--- config.mk ---
export PLATFORM = sky130hd
export DESIGN_NAME = phase_counter_flat
export DESIGN_NICKNAME = d
export VERILOG_FILES = /design/src/rtl/phase_counter_if.sv /design/src/rtl/phase_counter.sv /design/src/flat_wrapper.sv
export SDC_FILE = /design/constraint.sdc
export NUM_CORES = 1
export LEC_CHECK = 0
export ABC_AREA = 1
export CAP_MARGIN = 5
export CORE_MARGIN = 5
export CORE_UTILIZATION = 45
export CTS_BUF_LIST = sky130_fd_sc_hd__clkbuf_4 sky130_fd_sc_hd__clkbuf_8 sky130_fd_sc_hd__clkbuf_16
export DETAILED_ROUTE_END_ITERATION = 8
export PLACE_DENSITY = 0.68
export SETUP_SLACK_MARGIN = 0.1
export SYNTH_ARGS = -nofsm -noshare
export SYNTH_HDL_FRONTEND = slang
export SYNTH_SLANG_ARGS = --single-unit
--- constraint.sdc ---
create_clock -name clk -period 2.9 [get_ports clk]
set_input_delay 0.58 -clock clk [delete_from_list [all_inputs] [get_ports clk]]
set_output_delay 0.58 -clock clk [all_outputs]
set_load 0.05 [all_outputs]
--- src/rtl/phase_counter_if.sv ---
// Phase counter bus definitions.
// CONFIG holds the default period width shared by the interface and the counter.
// phase_counter_if groups the tick/period request inputs and the
// elapsed/period outputs that feed the downstream divider.
package CONFIG;
    localparam int PERIOD_WIDTH = 8;
endpackage

interface phase_counter_if #(
    parameter int PERIOD_WIDTH = CONFIG::PERIOD_WIDTH
);
    logic                    sample_tick;
    logic [PERIOD_WIDTH-1:0] period_in;
    logic                    period_valid;
    logic                    note_on;
    logic [PERIOD_WIDTH-1:0] elapsed;
    logic [PERIOD_WIDTH-1:0] period_out;
    logic                    out_valid;
    logic                    wrap;

    // Stimulus side: drives requests, observes the phase outputs.
    modport master (
        output sample_tick, period_in, period_valid, note_on,
        input  elapsed, period_out, out_valid, wrap
    );

    // Counter side: consumes requests, produces the phase outputs.
    modport slave (
        input  sample_tick, period_in, period_valid, note_on,
        output elapsed, period_out, out_valid, wrap
    );
endinterface

--- src/rtl/phase_counter.sv ---
// Oscillator phase counter.
// Counts sample ticks within the active period and pulses wrap at each period
// boundary. A new period requested mid-run is queued and takes effect at the
// next wrap; a zero period stops the counter.
// Optional feature: define PHASE_RESET_EN to let note_on restart the phase
// (and apply any queued period) without a wrap pulse.
module phase_counter #(
    parameter int PERIOD_WIDTH = CONFIG::PERIOD_WIDTH
) (
    input  logic             clk,
    input  logic             rst_n,
    phase_counter_if.slave   bus
);

    typedef enum logic [1:0] {
        IDLE = 2'd0,
        RUN  = 2'd1,
        PEND = 2'd2
    } state_t;

    state_t                  state_q,     state_d;
    logic [PERIOD_WIDTH-1:0] elapsed_q,   elapsed_d;
    logic [PERIOD_WIDTH-1:0] period_q,    period_d;
    logic [PERIOD_WIDTH-1:0] pending_q,   pending_d;
    logic                    out_valid_q, out_valid_d;
    logic                    wrap_q,      wrap_d;

    logic load_req;
    logic stop_req;
    logic at_end;

    assign load_req = bus.period_valid && (bus.period_in != '0);
    assign stop_req = bus.period_valid && (bus.period_in == '0);
    // period_q is nonzero whenever this matters (RUN/PEND), so the subtract cannot underflow there.
    assign at_end   = bus.sample_tick && (elapsed_q == (period_q - PERIOD_WIDTH'(1)));

    // Next-state and next-output computation for the counter.
    always_comb begin
        state_d     = state_q;
        elapsed_d   = elapsed_q;
        period_d    = period_q;
        pending_d   = pending_q;
        wrap_d      = 1'b0;

        if (stop_req) begin
            // A zero period stops everything regardless of state.
            state_d   = IDLE;
            elapsed_d = '0;
            period_d  = '0;
            pending_d = '0;
        end else begin
            case (state_q)
                IDLE: begin
                    // Ticks are ignored until a period is supplied.
                    if (load_req) begin
                        state_d   = RUN;
                        elapsed_d = '0;
                        period_d  = bus.period_in;
                        pending_d = '0;
                    end
                end
                RUN, PEND: begin
`ifdef PHASE_RESET_EN
                    if (bus.note_on) begin
                        // Phase restart: the freshest period request takes effect now, no wrap pulse.
                        state_d   = RUN;
                        elapsed_d = '0;
                        pending_d = '0;
                        if (load_req) begin
                            period_d = bus.period_in;
                        end else if (state_q == PEND) begin
                            period_d = pending_q;
                        end
                    end else
`endif
                    if (at_end) begin
                        // Boundary crossing: a coincident request beats the queued one.
                        state_d   = RUN;
                        elapsed_d = '0;
                        wrap_d    = 1'b1;
                        pending_d = '0;
                        if (load_req) begin
                            period_d = bus.period_in;
                        end else if (state_q == PEND) begin
                            period_d = pending_q;
                        end
                    end else begin
                        if (bus.sample_tick) begin
                            elapsed_d = elapsed_q + PERIOD_WIDTH'(1);
                        end
                        if (load_req) begin
                            // Last request wins while waiting for the wrap.
                            state_d   = PEND;
                            pending_d = bus.period_in;
                        end
                    end
                end
                default: begin
                    state_d   = IDLE;
                    elapsed_d = '0;
                    period_d  = '0;
                    pending_d = '0;
                end
            endcase
        end

        out_valid_d = (state_d != IDLE);
    end

    // State and registered outputs; reset clears everything immediately.
    always_ff @(posedge clk or negedge rst_n) begin
        if (!rst_n) begin
            state_q     <= IDLE;
            elapsed_q   <= '0;
            period_q    <= '0;
            pending_q   <= '0;
            out_valid_q <= 1'b0;
            wrap_q      <= 1'b0;
        end else begin
            state_q     <= state_d;
            elapsed_q   <= elapsed_d;
            period_q    <= period_d;
            pending_q   <= pending_d;
            out_valid_q <= out_valid_d;
            wrap_q      <= wrap_d;
        end
    end

    assign bus.elapsed    = elapsed_q;
    assign bus.period_out = period_q;
    assign bus.out_valid  = out_valid_q;
    assign bus.wrap       = wrap_q;

endmodule

--- src/flat_wrapper.sv ---
// flat-port wrapper written by rule: the top's interface ports become plain ports
module phase_counter_flat 
#(
    parameter int PERIOD_WIDTH = CONFIG::PERIOD_WIDTH
)
  (clk, rst_n, bus_sample_tick, bus_period_in, bus_period_valid, bus_note_on, bus_elapsed, bus_period_out, bus_out_valid, bus_wrap);
  phase_counter_if #(.PERIOD_WIDTH(PERIOD_WIDTH)) bus_i ();
  input  logic clk;
  input  logic rst_n;
  input wire logic [$bits(bus_i.sample_tick)-1:0] bus_sample_tick;
  input wire logic [$bits(bus_i.period_in)-1:0] bus_period_in;
  input wire logic [$bits(bus_i.period_valid)-1:0] bus_period_valid;
  input wire logic [$bits(bus_i.note_on)-1:0] bus_note_on;
  output wire logic [$bits(bus_i.elapsed)-1:0] bus_elapsed;
  output wire logic [$bits(bus_i.period_out)-1:0] bus_period_out;
  output wire logic [$bits(bus_i.out_valid)-1:0] bus_out_valid;
  output wire logic [$bits(bus_i.wrap)-1:0] bus_wrap;
  assign bus_i.sample_tick = bus_sample_tick;
  assign bus_i.period_in = bus_period_in;
  assign bus_i.period_valid = bus_period_valid;
  assign bus_i.note_on = bus_note_on;
  assign bus_elapsed = bus_i.elapsed;
  assign bus_period_out = bus_i.period_out;
  assign bus_out_valid = bus_i.out_valid;
  assign bus_wrap = bus_i.wrap;
  phase_counter #(.PERIOD_WIDTH(PERIOD_WIDTH)) u_core (.clk(clk), .rst_n(rst_n), .bus(bus_i));
endmodule
**Word-level counts from Yosys, hierarchy flattened**

Cells that the tools add are included.

- Register bits after elaboration: 28
- Input bits: 13
- Logic and storage cells: 49

- Add/subtract/negate cells: 2
- Equal/unequal tests: 8
- Multiplexer cells: 22
- Reduce and logical (&&, ||, !) cells: 11

Operator list:

| operator | count |
|---|---|
| 2-to-1 mux 8 bit | 11 |
| case mux 8 bit (2 select lines) | 3 |
| adder 8 x 1 -> 8 bit, second input constant | 1 |
| equality test 8 bit | 1 |
| logical NOT 8 bit | 1 |
| 2-to-1 mux 2 bit | 4 |
| inequality test 4 x 1 -> 1 bit, second input constant | 2 |
| nonzero test 8 bit | 1 |
| subtractor 8 x 1 -> 8 bit, second input constant | 1 |
| inequality test 3 x 1 -> 1 bit, second input constant | 2 |
| inequality test 4 x 2 -> 1 bit, second input constant | 1 |
| case mux 2 bit (2 select lines) | 1 |
| AND reduction 2 bit | 2 |
| logical AND 1 bit | 3 |
| 2-to-1 mux 1 bit | 3 |
| AND reduction 3 bit | 1 |
| equality test 2 x 1 -> 1 bit, second input constant | 1 |
| equality test 2 bit, second input constant | 1 |
| logical NOT 2 bit | 1 |
| nonzero test 2 bit | 1 |
| OR reduction 2 bit | 1 |

**Longest topological paths before layout**

- Depth in word-level cells: 7
- Gate-level depth with buffers: 15
- Depth with buffers taken out: 15

**Worst setup path after synthesis**

Ideal clock, no wire load.

- Kind: reg2reg
- From: reg u_core.period_q[0] (netlist: u_core.bus.period_out[0])
- To: reg u_core.period_q[6] (netlist: u_core.bus.period_out[6])
- Setup time: 118 ps
- Data arrival time: 2032 ps
- Setup slack: 749 ps
- Cell stages (with the launch flop): 15
- Buffers on the path: 0
- Clock period less this slack: 2151 ps
- Cells stage by stage: dfrtp_1 inv_2 ha_1 nand2_1 inv_1 nor2_1 nand2_1 nor2_1 nand2_1 nor2_4 nand3_4 nand3_4 nand2_2 nand2_1 nand2_1

- Word-level cells in the longest chain between the ends: 5

Ends and longest elaborated chain:

| element | RTL line | RTL |
|---|---|---|
| from (decl) | phase_counter.sv:23 | `logic [PERIOD_WIDTH-1:0] period_q, period_d;` |
| from (signal assigned) | phase_counter.sv:122 | `period_q <= period_d;` |
| subtractor 8 x 1 -> 8 bit | phase_counter.sv:35 | `assign at_end = bus.sample_tick && (elapsed_q == (period_q - PERIOD_WIDTH'(1)));` |
| equality test 8 bit | phase_counter.sv:35 |  |
| logical AND 1 bit | phase_counter.sv:35 |  |
| inequality test 3 x 1 -> 1 bit (no line) | - |  |
| AND reduction 3 bit (no line) | - |  |

Every way passes these cells.
A chain may end at the register's enable or synchronous reset.

**Final worst setup path**

- From: reg u_core.period_q[0] (netlist: u_core.bus.period_out[0])
- To: out bus_period_out[0]

RTL lines:

| element | RTL line | RTL |
|---|---|---|
| to (decl) | flat_wrapper.sv:15 | `output wire logic [$bits(bus_i.period_out)-1:0] bus_period_out;` |

No word-level cell between the ends.

==> summary.json <==
{
  "tritoncts.num_buffers": {"value": 3},
  "clock-skew-final": {"value": 0.00841, "unit": "ns"},
  "post_dp_cell_area": {"value": 2380, "unit": "um2"},
  "final_layout_size_suffix_gt1_frac": {"value": 0.0858},
  "antenna_cells": {"value": 0},
  "timing.critical_path.slowest_cell_delay": {"value": 0.86, "unit": "ns"},
  "peakVddDrop": {"value": 505, "unit": "uV"},
  "netlist_area_before_placement": {"value": 2040, "unit": "um2"},
  "cts_hold_buffers": {"value": 0},
  "core_footprint": {"value": 4380, "unit": "um2"},
  "layout.nets": {"value": 358},
  "design_area": {"value": 2420, "unit": "um2"},
  "setup_viol_count_final": {"value": 0},
  "row_count": {"value": 24},
  "synth_cell_type_count": {"value": 31},
  "relSlewSlack": {"value": 0.661},
  "clock_path_buffers": {"value": 2},
  "clkLatencyLatePin": {"value": 0.28, "unit": "ns"},
  "first_pass_grt_wire_length": {"value": 8360, "unit": "um"},
  "die_area": {"value": 5980, "unit": "um2"},
  "maxClockFrequency": {"value": 0.452, "unit": "GHz"},
  "critical_path_buf_inv_count": {"value": 1},
  "postSynthRegisterBits": {"value": 28},
  "vias_per_cell": {"value": 4.96},
  "cts_htree_levels": {"value": 1},
  "clock_tree_from_tritoncts": {"value": "done"},
  "synth_area_leader_cell": {"value": "sky130_fd_sc_hd__dfrtp_1"},
  "layout_min_cycle_time": {"value": 2.21, "unit": "ns"},
  "syn-instance-count": {"value": 310},
  "avgRoutedWirePerCell": {"value": 12.5, "unit": "um"},
  "p_leak": {"value": 1.26, "unit": "nW"},
  "area_growth": {"value": 18.6, "unit": "%"},
  "detail_route.first_pass.iterations": {"value": 4},
  "crit_path_end_kind": {"value": "output port"},
  "postLayoutCoreUtil": {"value": 0.552},
  "place_congestion": {"value": 0.793},
  "cts.repair_timing.setup_buffer_count": {"value": 0},
  "seq_area_frac_synth": {"value": 0.343},
  "path_clk_slew": {"value": 0.09, "unit": "ns"},
  "hold_violations_final": {"value": 0},
  "floorplan.die.width": {"value": 77.3, "unit": "um"},
  "cts-resized-gates": {"value": 0},
  "place_hpwl": {"value": 3690, "unit": "um"},
  "multi_input_comb_area": {"value": 1150, "unit": "um2"},
  "cts.root.buffer_cell": {"value": "sky130_fd_sc_hd__clkbuf_8"},
  "first_global_vias": {"value": 1823},
  "route.vias.total": {"value": 1933},
  "cp_max_fo": {"value": 7},
  "final.fill_count": {"value": 441},
  "grt_remaining_overflow": {"value": 0},
  "synth.area.top_cells": {"value": "sky130_fd_sc_hd__dfrtp_1 34%, sky130_fd_sc_hd__nand2_1 19%, sky130_fd_sc_hd__nand3_1 7.6%"},
  "pwr_density_cell": {"value": 1070, "unit": "nW/um2"},
  "grt_antenna_before_repair": {"value": 0},
  "criticalPathCategory": {"value": "reg2out"},
  "timing.reg2reg.setup_slack": {"value": 0.69, "unit": "ns"},
  "boundaryPins": {"value": 31},
  "start_util": {"value": 0.465},
  "timing.critical_path.from_type": {"value": "flip-flop"},
  "fin_crit_sh": {"value": 0.763},
  "ff_latch_area": {"value": 701, "unit": "um2"},
  "drtAntennaViolNets": {"value": 0},
  "port_buffers": {"value": 29},
  "syn-num-nets": {"value": 328},
  "grt_use_total": {"value": 0.169},
  "grt_setup_unrepaired": {"value": "no"},
  "worstSetupStartpoint": {"value": "u_core.bus.period_out[0]$_DFFE_PN0P_"},
  "tightestPinTransition": {"value": 0.506, "unit": "ns"},
  "finalMaxSlewViolations": {"value": 0},
  "synth.avg_cell_area": {"value": 6.58, "unit": "um2"},
  "timing.setup.tns": {"value": 0, "unit": "ns"},
  "wl": {"value": 4870, "unit": "um"},
  "die_span_y": {"value": 77.3, "unit": "um"},
  "cp_top_family": {"value": "buffers and inverters"},
  "netlist.area_leader.share": {"value": 0.343},
  "detail_route.drc_violations": {"value": 0},
  "timing.critical_path.slowest_stage_cell": {"value": "sky130_fd_sc_hd__clkdlybuf4s50_1"},
  "required_time_of_the_critical_path": {"value": 2.32, "unit": "ns"},
  "drv.max_cap_violation_count": {"value": 0},
  "worst_ep_arrival_time": {"value": 1.63, "unit": "ns"},
  "clock-sinks": {"value": 28},
  "grt_max_degree": {"value": 29},
  "run_status": {"value": "finished, final reports clean"},
  "timing.rr.start": {"value": "u_core.bus.period_out[0]$_DFFE_PN0P_"},
  "holdCritStartpoint": {"value": "u_core.pending_q[7]$_DFFE_PN0P_"},
  "synth-warning-count": {"value": 0},
  "cp_cell_sequence": {"value": "clkdlybuf4s50_1"},
  "hold_class": {"value": "reg2reg"},
  "drt_iter0_drcs": {"value": 154}
}
==> sequential cells by signal (all words and copies together) (netlist names) <==
register,cells
u_core.bus.period_out,8
u_core.pending_q,8
u_core.bus.out_valid,1
u_core.bus.elapsed,8
u_core.bus.wrap,1
u_core.state_q,2
==> cell usage after synthesis <==
library cell and count:
sky130_fd_sc_hd__a21oi_1 9, sky130_fd_sc_hd__buf_2 1, sky130_fd_sc_hd__buf_1 1, sky130_fd_sc_hd__buf_6 1, sky130_fd_sc_hd__nor2_2 2, sky130_fd_sc_hd__o21ai_2 1
sky130_fd_sc_hd__xor2_1 7, sky130_fd_sc_hd__nand2_4 1, sky130_fd_sc_hd__o21ai_0 2, sky130_fd_sc_hd__and2_1 1, sky130_fd_sc_hd__clkbuf_1 2, sky130_fd_sc_hd__nand4_1 2
sky130_fd_sc_hd__nand2_2 8, sky130_fd_sc_hd__nor3_1 3, sky130_fd_sc_hd__nand2_1 106, sky130_fd_sc_hd__dfrtp_1 28, sky130_fd_sc_hd__nor2_1 35, sky130_fd_sc_hd__xnor2_1 2
sky130_fd_sc_hd__nand3_4 2, sky130_fd_sc_hd__o21ai_1 4, sky130_fd_sc_hd__nor2_4 1, sky130_fd_sc_hd__ha_1 5, sky130_fd_sc_hd__nand3_1 31, sky130_fd_sc_hd__and3_1 1
sky130_fd_sc_hd__clkbuf_2 1, sky130_fd_sc_hd__or2_1 2, sky130_fd_sc_hd__nand3_2 2, sky130_fd_sc_hd__inv_2 6, sky130_fd_sc_hd__inv_1 37, sky130_fd_sc_hd__or2_2 1
sky130_fd_sc_hd__nand3b_1 5
==> cell type report <==
cell class	instances	area share
multi-input cells	233	0.474
flip-flops and latches	28	0.290
repair buffers	31	0.126
inverters	43	0.0667
well taps	52	0.0269
clock buffers	3	0.0171
==> metal layers <==
| metal | vias up | part of all wire | global-route usage |
|---|---|---|---|
| met5 | - | 0 | 0 |
| met4 | 0 | 0.015 | 0.0515 |
| met3 | 5 | 0.046 | 0.0243 |
| met2 | 39 | 0.44 | 0.259 |
| met1 | 870 | 0.50 | 0.247 |
| li1 | 1019 | - | - |
==> power by group <==
part	total (mW)	internal, mW	leakage (nW)	switching (mW)
combinational	1.72	0.567	0.868	1.16
sequential	0.658	0.524	0.367	0.134
clock	0.220	0.0937	0.0216	0.126
total	2.60	1.19	1.26	1.42
==> cells by family (layout without fill, tap and decap cells) <==
| logic type | Yosys count | count (layout) | synth area share |
|---|---|---|---|
| DFF | 28 | 28 | 0.343 |
| adders and majority gates | 5 | 5 | 0.0307 |
| buffers and inverters | 49 | 77 | 0.0950 |
| and+or+nand+nor | 203 | 203 | 0.451 |
| AOI/OAI and AO/OA | 16 | 16 | 0.0411 |
| xor gates and xnor gates | 9 | 9 | 0.0386 |
==> metrics by stage <==
stage / instances / hold WS, ns / setup WS, ns / total power, mW
6_report: 390 / 0.486 / 0.687 / 2.60
3_5_place_dp: 387 / 0.470 / 0.476 / 2.40
4_1_cts: 390 / 0.494 / 0.662 / 2.62
2_1_floorplan: 310 / 0.284 / 0.749 / 1.96
3_3_place_gp: 387 / 0.461 / 0.488 / 2.36
5_1_grt: 390 / 0.507 / 0.442 / 2.85
==> path summary, 6_finish.rpt <==
kind,to,cells past startpoint
max reg2reg,u_core.bus.period_out[1]$_DFFE_PN0P_,14
min in group asynchronous,u_core.pending_q[7]$_DFFE_PN0P_,2
min reg2reg,u_core.pending_q[7]$_DFFE_PN0P_,2
max in group asynchronous,u_core.pending_q[4]$_DFFE_PN0P_,2
max,bus_period_out[0],1
min,u_core.pending_q[7]$_DFFE_PN0P_,2
==> cells in the final DEF, fill, tap and decap left out, drive strengths merged <==
master         count
nand4              2
xnor2              2
nor2              38
a21oi              9
or2                3
nand3             35
ha                 5
nor3               3
buf                2
inv               43
clkdlybuf4s50     29
nand3b             5
clkbuf             3
and2               1
dfrtp             28
xor2               7
and3               1
o21ai              7
nand2            115
No activity file was read; power rests on OpenSTA's default activity.
